<file path="src/rtl/alu_operand_sequencer_if.sv">
// Switch/key inputs, ALU operand and result bus, and display outputs of the
// DE1 ALU operand sequencer.
interface alu_operand_sequencer_if;
  logic [7:0] data_in;
  logic [4:0] sel_in;
  logic       cin_in;
  logic       key_n;
  logic [7:0] alu_result;
  logic [7:0] op_a;
  logic [7:0] op_b;
  logic [4:0] sel;
  logic       car_in;
  logic [7:0] result_q;
  logic [7:0] disp;
  logic [2:0] state;
  logic       done;

  modport master (
    output data_in, sel_in, cin_in, key_n, alu_result,
    input  op_a, op_b, sel, car_in, result_q, disp, state, done
  );

  modport slave (
    input  data_in, sel_in, cin_in, key_n, alu_result,
    output op_a, op_b, sel, car_in, result_q, disp, state, done
  );
endinterface

</file>
<file path="src/rtl/alu_operand_sequencer.sv">
// Collects A, B and opcode/carry from switches on debounced key presses,
// holds them on the ALU inputs and latches the ALU result for display.
module alu_operand_sequencer #(
  parameter int unsigned DEBOUNCE_CYCLES = 500000,
  parameter int unsigned CNT_W           = 19
) (
  input logic                     CLOCK_50,
  input logic                     RESET_N,
  alu_operand_sequencer_if.slave  bus
);

  localparam int unsigned DATA_W  = 8;
  localparam int unsigned SEL_W   = 5;
  localparam int unsigned STATE_W = 3;

  localparam logic [2:0] GET_A  = 3'd0;
  localparam logic [2:0] GET_B  = 3'd1;
  localparam logic [2:0] GET_OP = 3'd2;
  localparam logic [2:0] EXEC   = 3'd3;
  localparam logic [2:0] SHOW   = 3'd4;

  localparam logic [CNT_W-1:0] CNT_LAST = CNT_W'(DEBOUNCE_CYCLES - 1);

  logic               sync1_q, sync2_q;
  logic               deb_q, deb_d;
  logic [CNT_W-1:0]   cnt_q, cnt_d;
  logic               press_q, press_d;

  logic [STATE_W-1:0] state_q, state_d;
  logic [DATA_W-1:0]  op_a_q, op_a_d;
  logic [DATA_W-1:0]  op_b_q, op_b_d;
  logic [SEL_W-1:0]   sel_q, sel_d;
  logic               car_in_q, car_in_d;
  logic [DATA_W-1:0]  result_q, result_d;
  logic               done_q, done_d;
  logic [DATA_W-1:0]  disp_c;

  // Debounce: accept a new level only after it has been stable long enough
  always_comb begin
    deb_d   = deb_q;
    cnt_d   = '0;
    if (sync2_q != deb_q) begin
      if (cnt_q == CNT_LAST) begin
        deb_d = sync2_q;
        cnt_d = '0;
      end else begin
        cnt_d = cnt_q + CNT_W'(1);
      end
    end
    press_d = deb_q & ~deb_d;
  end

  // Sequencer: captures happen only on the transition that leaves a state
  always_comb begin
    state_d  = state_q;
    op_a_d   = op_a_q;
    op_b_d   = op_b_q;
    sel_d    = sel_q;
    car_in_d = car_in_q;
    result_d = result_q;
    done_d   = 1'b0;
    case (state_q)
      GET_A: if (press_q) begin
        op_a_d  = bus.data_in;
        state_d = GET_B;
      end
      GET_B: if (press_q) begin
        op_b_d  = bus.data_in;
        state_d = GET_OP;
      end
      GET_OP: if (press_q) begin
        sel_d    = bus.sel_in;
        car_in_d = bus.cin_in;
        state_d  = EXEC;
      end
      EXEC: begin
        result_d = bus.alu_result;
        done_d   = 1'b1;
        state_d  = SHOW;
      end
      SHOW: if (press_q) begin
        state_d = GET_A;
      end
      default: state_d = GET_A;
    endcase
  end

  // Live switches while entering, latched result once computed
  always_comb begin
    disp_c = bus.data_in;
    case (state_q)
      GET_OP:     disp_c = {3'b000, bus.sel_in};
      EXEC, SHOW: disp_c = result_q;
      default:    disp_c = bus.data_in;
    endcase
  end

  always_ff @(posedge CLOCK_50 or negedge RESET_N) begin
    if (!RESET_N) begin
      sync1_q  <= 1'b1;
      sync2_q  <= 1'b1;
      deb_q    <= 1'b1;
      cnt_q    <= '0;
      press_q  <= 1'b0;
      state_q  <= GET_A;
      op_a_q   <= '0;
      op_b_q   <= '0;
      sel_q    <= '0;
      car_in_q <= 1'b0;
      result_q <= '0;
      done_q   <= 1'b0;
    end else begin
      sync1_q  <= bus.key_n;
      sync2_q  <= sync1_q;
      deb_q    <= deb_d;
      cnt_q    <= cnt_d;
      press_q  <= press_d;
      state_q  <= state_d;
      op_a_q   <= op_a_d;
      op_b_q   <= op_b_d;
      sel_q    <= sel_d;
      car_in_q <= car_in_d;
      result_q <= result_d;
      done_q   <= done_d;
    end
  end

  assign bus.op_a     = op_a_q;
  assign bus.op_b     = op_b_q;
  assign bus.sel      = sel_q;
  assign bus.car_in   = car_in_q;
  assign bus.result_q = result_q;
  assign bus.disp     = disp_c;
  assign bus.state    = state_q;
  assign bus.done     = done_q;

endmodule

</file>
<file path="src/flat_wrapper.sv">
// flat-port wrapper written by rule: the top's interface ports become plain ports
module alu_operand_sequencer_flat 
#(
  parameter int unsigned DEBOUNCE_CYCLES = 500000,
  parameter int unsigned CNT_W           = 19
)
  (CLOCK_50, RESET_N, bus_data_in, bus_sel_in, bus_cin_in, bus_key_n, bus_alu_result, bus_op_a, bus_op_b, bus_sel, bus_car_in, bus_result_q, bus_disp, bus_state, bus_done);
  alu_operand_sequencer_if bus_i ();
  input logic CLOCK_50;
  input logic RESET_N;
  input wire logic [$bits(bus_i.data_in)-1:0] bus_data_in;
  input wire logic [$bits(bus_i.sel_in)-1:0] bus_sel_in;
  input wire logic [$bits(bus_i.cin_in)-1:0] bus_cin_in;
  input wire logic [$bits(bus_i.key_n)-1:0] bus_key_n;
  input wire logic [$bits(bus_i.alu_result)-1:0] bus_alu_result;
  output wire logic [$bits(bus_i.op_a)-1:0] bus_op_a;
  output wire logic [$bits(bus_i.op_b)-1:0] bus_op_b;
  output wire logic [$bits(bus_i.sel)-1:0] bus_sel;
  output wire logic [$bits(bus_i.car_in)-1:0] bus_car_in;
  output wire logic [$bits(bus_i.result_q)-1:0] bus_result_q;
  output wire logic [$bits(bus_i.disp)-1:0] bus_disp;
  output wire logic [$bits(bus_i.state)-1:0] bus_state;
  output wire logic [$bits(bus_i.done)-1:0] bus_done;
  assign bus_i.data_in = bus_data_in;
  assign bus_i.sel_in = bus_sel_in;
  assign bus_i.cin_in = bus_cin_in;
  assign bus_i.key_n = bus_key_n;
  assign bus_i.alu_result = bus_alu_result;
  assign bus_op_a = bus_i.op_a;
  assign bus_op_b = bus_i.op_b;
  assign bus_sel = bus_i.sel;
  assign bus_car_in = bus_i.car_in;
  assign bus_result_q = bus_i.result_q;
  assign bus_disp = bus_i.disp;
  assign bus_state = bus_i.state;
  assign bus_done = bus_i.done;
  alu_operand_sequencer #(.DEBOUNCE_CYCLES(DEBOUNCE_CYCLES), .CNT_W(CNT_W)) u_core (.CLOCK_50(CLOCK_50), .RESET_N(RESET_N), .bus(bus_i));
endmodule
</file>
<file path="config.mk">
export PLATFORM = sky130hd
export DESIGN_NAME = alu_operand_sequencer_flat
export DESIGN_NICKNAME = d
export VERILOG_FILES = /design/src/rtl/alu_operand_sequencer_if.sv /design/src/rtl/alu_operand_sequencer.sv /design/src/flat_wrapper.sv
export SDC_FILE = /design/constraint.sdc
export NUM_CORES = 1
export LEC_CHECK = 0
export ABC_AREA = 0
export BUFFER_PORTS_ARGS = -buffer_cell sky130_fd_sc_hd__buf_2
export CAP_MARGIN = 20
export CELL_PAD_IN_SITES_DETAIL_PLACEMENT = 0
export CELL_PAD_IN_SITES_GLOBAL_PLACEMENT = 1
export CORE_MARGIN = 2
export CORE_UTILIZATION = 41
export CTS_CLUSTER_DIAMETER = 80
export DETAILED_ROUTE_END_ITERATION = 6
export GPL_TIMING_DRIVEN = 0
export PLACE_DENSITY_LB_ADDON = 0.05
export SYNTH_ARGS = -nofsm -noshare
export SYNTH_HDL_FRONTEND = slang
export SYNTH_SLANG_ARGS = --single-unit
export TNS_END_PERCENT = 5
</file>
<file path="constraint.sdc">
create_clock -name CLOCK_50 -period 2.7 [get_ports CLOCK_50]
set_clock_uncertainty 0.05 [all_clocks]
set_input_delay 0.54 -clock CLOCK_50 [delete_from_list [all_inputs] [get_ports CLOCK_50]]
set_output_delay 0.54 -clock CLOCK_50 [all_outputs]
set_load 0.005 [all_outputs]
</file>
# Yosys cells after proc, flatten, opt, wreduce, memory -nomap -nowiden
# Index checks and enable logic that the tools add are counted.
[classes]
addsub = 1
eq_ne = 10
muxes = 11
n_bitwise = 2
n_reduce_logical = 6
[ops]
columns = ["op", "n"]
rows = [
  ["two-way mux 19 bit", 2],
  ["adder 19 x 1 -> 19 bit (second input constant)", 1],
  ["== test 19 bit (second input constant)", 1],
  ["one-hot mux 8 bit (2 select lines)", 1],
  ["one-hot mux 3 bit (5 select lines)", 1],
  ["two-way mux 3 bit", 4],
  ["inequality test 2 x 1 -> 1 bit (second input constant)", 4],
  ["== test 3 x 2 -> 1 bit (second input constant)", 2],
  ["AND reduction 2 bit", 3],
  ["AND reduction 4 bit", 1],
  ["== test 3 x 1 -> 1 bit (second input constant)", 1],
  ["== test 3 bit (second input constant)", 1],
  ["zero test 3 bit", 1],
  ["two-way mux 1 bit", 3],
  ["OR reduction 2 bit", 1],
  ["AND 1 bit", 1],
  ["inequality test 1 bit", 1],
  ["NOT 1 bit", 1],
]
[word_totals]
regBits = 57
in_bits = 25
output_inout_bits = 42
word_cells = 42

# Longest topological paths before layout
# Gate-level depths: netlist of run 1.
[logic_depth]
ltp_word = 5
mapped_depth = 6

# Least setup slack after synthesis of run 1
# OpenSTA, ideal clock, no wires.
[synth_timing]
path_kind = "reg2out"
start = "reg u_core.state_q[1], in the netlist u_core.bus.state[1]"
end = "out bus_disp[5]"
arrival_time_ns = 1.472
setup_slack_ns = 0.638
stages_incl_launch_ff = 6
cell_sequence = "dfrtp_1 clkbuf_1 buf_1 clkbuf_1 o22ai_1 a31o_2"
[synth_between]
elab_chain_cells = 3
word_cells_on_any_way = 5
classes_between = "eq/ne (3); mux (1); reduce/logical (1)"
[synth_lines]
columns = ["element", "line", "rtl"]
rows = [
  ["start: declaration", "alu_operand_sequencer.sv:29", "logic [STATE_W-1:0] state_q, state_d;"],
  ["start signal: assignment", "alu_operand_sequencer.sv:118", "state_q <= state_d;"],
  ["== test 3 x 2 -> 1 bit or == test 3 bit (tied branches)", "alu_operand_sequencer.sv:91", "case (state_q)"],
  ["OR reduction 2 bit", "alu_operand_sequencer.sv:91", ""],
  ["one-hot mux 8 bit (2 select lines) *", "alu_operand_sequencer.sv:91", ""],
  ["end: declaration", "flat_wrapper.sv:21", "output wire logic [$bits(bus_i.disp)-1:0] bus_disp;"],
]
# Every way passes the cells marked *; elsewhere a longest branch is shown, timed or not.

# Final worst setup path of run 1
[layout_timing]
start = "reg u_core.state_q[1], in the netlist u_core.bus.state[1]"
end = "out bus_disp[3]"
# The elaborated chain is that of the path after synthesis.

==> flow_summary.rst, run 1 <==
.. list-table::
   :header-rows: 1

   * - Metric
     - Value
   * - Result of the run
     - finished clean
   * - Pwr/cell area
     - 549.6 mW/mm^2
   * - Top Family by Delay on Critical Path
     - buffers and inverters
   * - PnR worst setup slack
     - 0.2067 ns
   * - Final Critical Period
     - 2.493 ns
   * - Synthesized netlist net count
     - 268
   * - Reported max-cap violation count
     - 0
   * - Final-report hold violation count
     - 0
   * - Core ar.
     - 0.006386 sq mm
   * - Area share of fa/ha/maj cells after synthesis
     - 0.4598%
   * - Pins over their slew limit
     - 0
   * - Die ar.
     - 0.007305 sq mm
   * - Element type at the critical path end
     - output port
   * - Cells after DPL
     - 386
   * - Via count of the routed design
     - 2076
   * - Number of antenna violations at the first check in global routing
     - 0
   * - Nets
     - 346
   * - Hold Crit Class
     - input pin to asynchronous set/reset pin
   * - Worst path bufs/invs
     - 3
   * - R2R Path Start
     - u_core.cnt_q[12]
   * - Sink count of the clock tree
     - 57
   * - Port Buf Inserts
     - 66
   * - Top post-synthesis cells by area
     - sky130_fd_sc_hd__dfrtp_1, sky130_fd_sc_hd__mux2_2, sky130_fd_sc_hd__nor2_1, sky130_fd_sc_hd__xnor2_1, sky130_fd_sc_hd__dfstp_2
   * - Data required, critical path
     - 2.11 ns
   * - Area Overhead vs Synth
     - 25.01%
   * - Library cell with the largest summed area after synthesis
     - sky130_fd_sc_hd__dfrtp_1
   * - Width of the chip
     - 85.47 microns
   * - Leading register cell type out of synthesis
     - sky130_fd_sc_hd__dfrtp_1
   * - Critical path arrival
     - 1.90 ns
   * - Gate Count Post-Synth
     - 242
   * - GRT Total Usage
     - 18.14%
   * - Global Route met2 Usage
     - 30.04%
   * - TritonCTS clock tree
     - done
   * - Kind of launch point of the worst setup path
     - flip-flop
   * - Yosys synthesis warning count
     - 0
   * - Hold-fix buffer count after cts
     - 0
   * - Number of enable-type register cells in the synthesized netlist
     - 0
   * - Max Fanout on Critical Path
     - 10
   * - Final instance count without filler cells
     - 402
   * - Simple-gate share of the synthesized area
     - 17.10%
   * - Netlist cell types
     - 37
   * - Busiest metal layer after global routing
     - met2
   * - Setup_tns
     - 0 ns
   * - Share of cells above drive strength 1
     - 41.23%
   * - Utilization of the core after routing
     - 53.27%
   * - Placement Setup Slack
     - 0.1454 ns
   * - Mapped cell area
     - 0.002721 sq mm
   * - Gp weighted congestion
     - 0.7549
   * - Congestion Overflow GR
     - 0
   * - Antenna diode instance count
     - 0
   * - Sequential element share of the synthesized area
     - 52.55%
   * - Vias in the first global route
     - 1988
   * - Fmax achieved
     - 401.1 MHz
   * - Actual slew at the worst max-slew pin
     - 0.7294 ns
   * - Floorplan row count
     - 29
   * - CP Launch Point
     - u_core.bus.state[1]
   * - Worst setup path category
     - flip-flop to output port
   * - Count of nets left with antenna violations after detail routing
     - 0
   * - Insertion delay of the later-clocked pin in the worst-skew pair
     - 0.33 ns
   * - Post-DR vias/cell
     - 5.164
   * - Leading cell types in the layout, fill and taps excluded
     - sky130_fd_sc_hd__buf_2, sky130_fd_sc_hd__dfrtp_1, sky130_fd_sc_hd__mux2_2, sky130_fd_sc_hd__nor2_1
   * - Count of H-tree levels built during CTS
     - 3
   * - Met1 usage in global routing
     - 22.66%
   * - Remaining routing DRC violations
     - 0
   * - Final Cycle Share
     - 92.34%
   * - Clock transition at the registers of the reported paths
     - 0.07 ns
   * - Async S/R FF share, synth
     - 100.0%
   * - Post-CTS Setup Bufs
     - 0
   * - RSZ-0062 raised after global routing
     - false
   * - Wire length per cell
     - 15.22 microns
   * - Vertical die dimension
     - 85.47 microns
   * - Max clock buf depth
     - 2
   * - Number of top-level pins
     - 67
   * - Delay of the slowest cell on the worst path
     - 0.34 ns
   * - Initial cell density of the core
     - 42.61%
   * - Post-synth top area share
     - 49.66%
   * - Critical-path cell list
     - clkbuf_2, buf_2, nand2b_1, o22a_1, o22ai_1, a21oi_1, buf_2
   * - Met3 Use GR
     - 6.031%
   * - Cell occurring most often along the worst timing path
     - sky130_fd_sc_hd__buf_2
   * - Main combinational cell family by area after synthesis
     - simple AND/OR/NAND/NOR gates
   * - Commonest non-fill, non-tap cell in the layout
     - sky130_fd_sc_hd__buf_2
   * - Detailed Route Iter0 Violations
     - 46
   * - Placed wire-length estimate
     - 4415 microns
   * - Power consumption
     - 1870 uW
   * - Maximum number of pins on one net before global-route repair
     - 42
   * - Leakage power
     - 0.001648 uW
   * - Register bit count reported by yosys
     - 57
   * - Drt pass-1 iters
     - 4
   * - CTS Buf Count
     - 9
   * - Share of synthesized area spent on multiplexers
     - 13.20%
   * - Critical-path top delay cell
     - sky130_fd_sc_hd__dfrtp_1
   * - # setup viols final
     - 0
   * - Root cell of the clock tree
     - sky130_fd_sc_hd__clkbuf_8
   * - Final WL
     - 6119 microns
   * - Synthesized-area fraction occupied by ao, oa, aoi and oai cells
     - 9.425%
   * - Peak VDD IR
     - 0.3822 mV
   * - Post-Synth XOR/XNOR Area
     - 5.149%
   * - First-pass GRT wire length
     - 10270 microns
   * - Worst slew margin relative to its limit
     - 51.11%
   * - Mean cell area of the mapped netlist
     - 11.25 sq um
[registers in the layout, summed over array words and instances (netlist names)]
register             cells
u_core.cnt_q            19
u_core.bus.car_in        1
u_core.press_q           1
u_core.bus.result_q      8
u_core.bus.done          1
u_core.bus.state         3
u_core.bus.op_a          8
u_core.bus.op_b          8
u_core.bus.sel           5
u_core.sync1_q           1
u_core.sync2_q           1
u_core.deb_q             1
[layer usage]
metal | up-vias | routed length [microns]
met2 | 49 | 3075
li1 | 1021 | -
met3 | 11 | 282
met5 | - | 0
met1 | 995 | 2680
met4 | 0 | 80
[through the flow]
| step | cell area [sq um] | hold slack [ns] |
|---|---|---|
| finish | 3402 | 0.08494 |
| global route | 3402 | 0.1041 |
| CTS | 3400 | 0.08823 |
| detailed placement | 3168 | 0.3035 |
| global placement | 3148 | 0.3021 |
| floorplan | 2721 | 0.1944 |
[Yosys cell counts, drive strengths merged, types with 3 or more instances]
cell    number
buf          3
nor2        26
mux2        31
nor2b        8
nor4         6
dfrtp       54
xnor2       11
nand2       15
a21oi       14
o21ai        6
nand3        5
o22a         5
xor2         5
dfstp        3
o22ai        8
clkbuf       5
nor3         6
nand4        7
nand2b       3
inv          6
a31o         4
[power by group]
part | switching, uW | total [uW] | leakage [uW] | internal, uW
sequential | 12.1 | 879 | 0.000765 | 867
clock | 348 | 896 | 0.000113 | 547
combinational | 51.4 | 95.3 | 0.000770 | 43.9
[area by class of cell]
type                    count  area (sq um)
repair buffers             67         350.3
clock buffers              10         137.6
multi-input cells         171          1236
well taps                  77         96.34
fillers                   586          2984
plain buffers               8         38.79
clock inverters             6         90.09
inverters                   6         22.52
flip-flops and latches     57          1430
[worst register-to-register path, cell delays in order, from the launching register on]
cell and delay, ns:
sky130_fd_sc_hd__dfrtp_1 0.44, sky130_fd_sc_hd__nor4b_1 0.35, sky130_fd_sc_hd__nand2_1 0.20, sky130_fd_sc_hd__o41ai_4 0.65, sky130_fd_sc_hd__buf_4 0.29, sky130_fd_sc_hd__nor2_1 0.06
[cells by family after synthesis]
| logic type | count (synthesis) |
|---|---|
| AOI/OAI and AO/OA | 38 |
| buffers and inverters | 14 |
| muxes | 32 |
| adders and majority gates | 1 |
| DFF | 57 |
| and+or+nand+nor | 84 |
| xor gates and xnor gates | 16 |
[repair_timing]
action / in CTS / in global routing
cloned: 0 / 0
endpoints found under the setup margin: 8 / 3
resized for setup: 3 / 1
[worst paths after layout]
| kind | to | slack, ns | depth (start not counted) |
|---|---|---|---|
| worst max register to register | u_core.cnt_q[15] | 0.54 | 5 |
| max in group asynchronous | u_core.deb_q | 1.91 | 2 |
| min in group CLOCK_50 | u_core.sync1_q | 0.25 | 1 |
| worst min register to register | u_core.sync2_q | 0.31 | 0 |
| worst max-delay path | bus_disp[3] | 0.21 | 7 |
| worst min-delay path | u_core.bus.sel[1] | 0.08 | 1 |
Note: power is estimated with default switching activity, not from simulation.
==> run 2, diff against run 1 <==
--- a/config.mk
+++ b/config.mk
@@ -16,6 +16,7 @@
 export DETAILED_ROUTE_END_ITERATION = 6
 export GPL_TIMING_DRIVEN = 0
 export PLACE_DENSITY_LB_ADDON = 0.05
+export RECOVER_POWER = 50
 export SYNTH_ARGS = -nofsm -noshare
 export SYNTH_HDL_FRONTEND = slang
 export SYNTH_SLANG_ARGS = --single-unit
==> flow_summary.rst, run 2 (synthesis gave the netlist of run 1 again) <==
.. list-table::
   :header-rows: 1

   * - Metric
     - Value
   * - Port Buf Inserts
     - 66
   * - Die ar.
     - 0.007305 sq mm
   * - Leading cell types in the layout, fill and taps excluded
     - sky130_fd_sc_hd__buf_2, sky130_fd_sc_hd__dfrtp_1, sky130_fd_sc_hd__mux2_2, sky130_fd_sc_hd__nor2_1
   * - Root cell of the clock tree
     - sky130_fd_sc_hd__clkbuf_8
   * - Flip-flop count of the largest register, all copies and words added
     - 19
   * - Number of top-level pins
     - 67
   * - Count of cells along the worst hold path
     - 1
   * - Wire length per cell
     - 15.23 microns
   * - Setup_tns
     - 0 ns
   * - Hold Crit Class
     - input pin to flip-flop
   * - PnR worst setup slack
     - 0.2043 ns
   * - Count of nets left with antenna violations after detail routing
     - 0
   * - Final Critical Period
     - 2.496 ns
   * - Critical-path top delay cell
     - sky130_fd_sc_hd__dfrtp_1
   * - Share of cells above drive strength 1
     - 38.46%
   * - R2R Path Start
     - u_core.cnt_q[0]
   * - Hold-fix buffer count after cts
     - 0
   * - Reported max-cap violation count
     - 0
   * - Final-report hold violation count
     - 0
   * - Slack of the worst reg-to-reg path
     - 0.39 ns
   * - Maximum number of pins on one net before global-route repair
     - 42
   * - Register bank with the most flops
     - u_core.cnt_q
   * - Actual slew at the worst max-slew pin
     - 0.9951 ns
   * - Routed metal-1 wirelength
     - 2726 microns
   * - Via count of the routed design
     - 2057
   * - Result of the run
     - finished clean
   * - Worst setup path category
     - flip-flop to output port
   * - Routed length on met2
     - 3070 microns
   * - Power consumption
     - 1868 uW
   * - Commonest non-fill, non-tap cell in the layout
     - sky130_fd_sc_hd__buf_2
   * - Sink count of the clock tree
     - 57
   * - Final Cycle Share
     - 92.43%
   * - Max Fanout on Critical Path
     - 10
   * - Area Overhead vs Synth
     - 23.63%
   * - Number of fill cells in the layout
     - 590
   * - Fmax achieved
     - 400.7 MHz
   * - Vertical die dimension
     - 85.47 microns
   * - Pwr/cell area
     - 555.2 mW/mm^2
   * - Data required, critical path
     - 2.11 ns
   * - Placement Setup Slack
     - 0.1454 ns
   * - Critical-path cell list
     - clkbuf_2, buf_2, nand2b_1, o22a_1, o22ai_1, a21oi_1, buf_2
   * - Post-CTS Setup Bufs
     - 0
   * - Gp weighted congestion
     - 0.7549
   * - CTS Buf Count
     - 9
   * - Floorplan row count
     - 29
   * - Worst slew margin relative to its limit
     - 33.66%
   * - Clock transition at the registers of the reported paths
     - 0.07 ns
   * - Width of the chip
     - 85.47 microns
   * - Number of antenna violations at the first check in global routing
     - 0
   * - Min Hold Slack
     - 0.2478 ns
   * - Placed wire-length estimate
     - 4415 microns
   * - HP Start
     - bus_key_n
   * - Antenna diode instance count
     - 0
   * - Count of H-tree levels built during CTS
     - 3
   * - Vias in the first global route
     - 1988
   * - Delay of the slowest cell on the worst path
     - 0.34 ns
   * - Post-DR vias/cell
     - 5.117
   * - Element type at the critical path end
     - output port
   * - Insertion delay of the later-clocked pin in the worst-skew pair
     - 0.33 ns
   * - Max clock buf depth
     - 2
   * - Remaining routing DRC violations
     - 0
   * - GRT Total Usage
     - 18.14%
   * - Detailed Route Iter0 Violations
     - 43
   * - RSZ-0062 raised after global routing
     - false
   * - Kind of launch point of the worst setup path
     - flip-flop
   * - Highest routed layer
     - met4
   * - Core ar.
     - 0.006386 sq mm
   * - # setup viols final
     - 0
   * - Congestion Overflow GR
     - 0
   * - Hold endpoint
     - u_core.sync1_q
   * - TritonCTS clock tree
     - done
   * - Cell occurring most often along the worst timing path
     - sky130_fd_sc_hd__buf_2
   * - First-pass GRT wire length
     - 10270 microns
   * - Final WL
     - 6122 microns
   * - Depth of the worst register-to-register path
     - 5
   * - Reg2Reg Capture Point
     - u_core.cnt_q[18]
   * - Top Family by Delay on Critical Path
     - buffers and inverters
   * - Initial cell density of the core
     - 42.61%
   * - Met3 wire length
     - 262 microns
   * - Peak VDD IR
     - 0.3822 mV
   * - Critical path arrival
     - 1.91 ns
   * - Drt pass-1 iters
     - 4
   * - Pins over their slew limit
     - 0
   * - Leakage power
     - 0.001609 uW
   * - Nets
     - 346
   * - Worst path bufs/invs
     - 3
-- run 2: cell types whose count changed in the layout (fill, tap and decap cells not counted) --
cell,delta
sky130_fd_sc_hd__clkbuf_1,+8
sky130_fd_sc_hd__nand3_4,-1
sky130_fd_sc_hd__clkbuf_2,+1
sky130_fd_sc_hd__buf_2,-8
sky130_fd_sc_hd__nand3_1,+1
sky130_fd_sc_hd__buf_12,-1
-- run 2: how the worst max path moves through the flow --
stage / from / endpoint / slack (ns) / depth (start not counted)
after global placement: u_core.bus.state[1] / bus_disp[5] / 0.13 / 6
after global routing: u_core.bus.state[1] / bus_disp[4] / 0.01 / 7
after floorplan: u_core.bus.state[1] / bus_disp[5] / 0.64 / 5
after detailed placement: u_core.bus.state[1] / bus_disp[3] / 0.15 / 7
after CTS: u_core.bus.state[1] / bus_disp[3] / 0.13 / 7
final: u_core.bus.state[1] / bus_disp[3] / 0.20 / 7
-- run 2: area by class of cell --
cell class | count | area [sq um] | area share, %
Buffer | 8 | 38.79 | 1.153
Inverter | 6 | 22.52 | 0.6694
Clock buffer | 10 | 137.6 | 4.091
Timing Repair Buffer | 67 | 325.3 | 9.669
Multi-Input combinational cell | 171 | 1224 | 36.37
Sequential cell | 57 | 1430 | 42.51
Clock inverter | 6 | 90.09 | 2.678
Tap cell | 77 | 96.34 | 2.864
-- run 2: power breakdown --
| part | leakage, uW | internal [uW] | switching, uW |
|---|---|---|---|
| sequential | 0.000765 | 867 | 11.6 |
| clock | 0.000113 | 547 | 351 |
| combinational | 0.000731 | 41.1 | 50.5 |
| total | 0.00161 | 1460 | 413 |
-- run 2: what timing repair did --
item,CTS,global route
hold endpoints to repair,0,0
endpoints found under the setup margin,8,3
resized for setup,3,1
-- run 2: metrics by stage --
stage	std cells	util, %	area, sq um
2_1_floorplan	242	-	2721
4_1_cts	402	53.23	3400
5_1_grt	402	52.68	3364
6_report	402	52.68	3364
3_3_place_gp	385	49.29	3148
3_5_place_dp	386	49.61	3168
-- run 2: per-layer routing --
layer  GRT usage (%)  vias up
li1                -     1021
met1           22.66      989
met2           30.04       40
met3           6.031        7
met4           5.195        0
met5               0        -
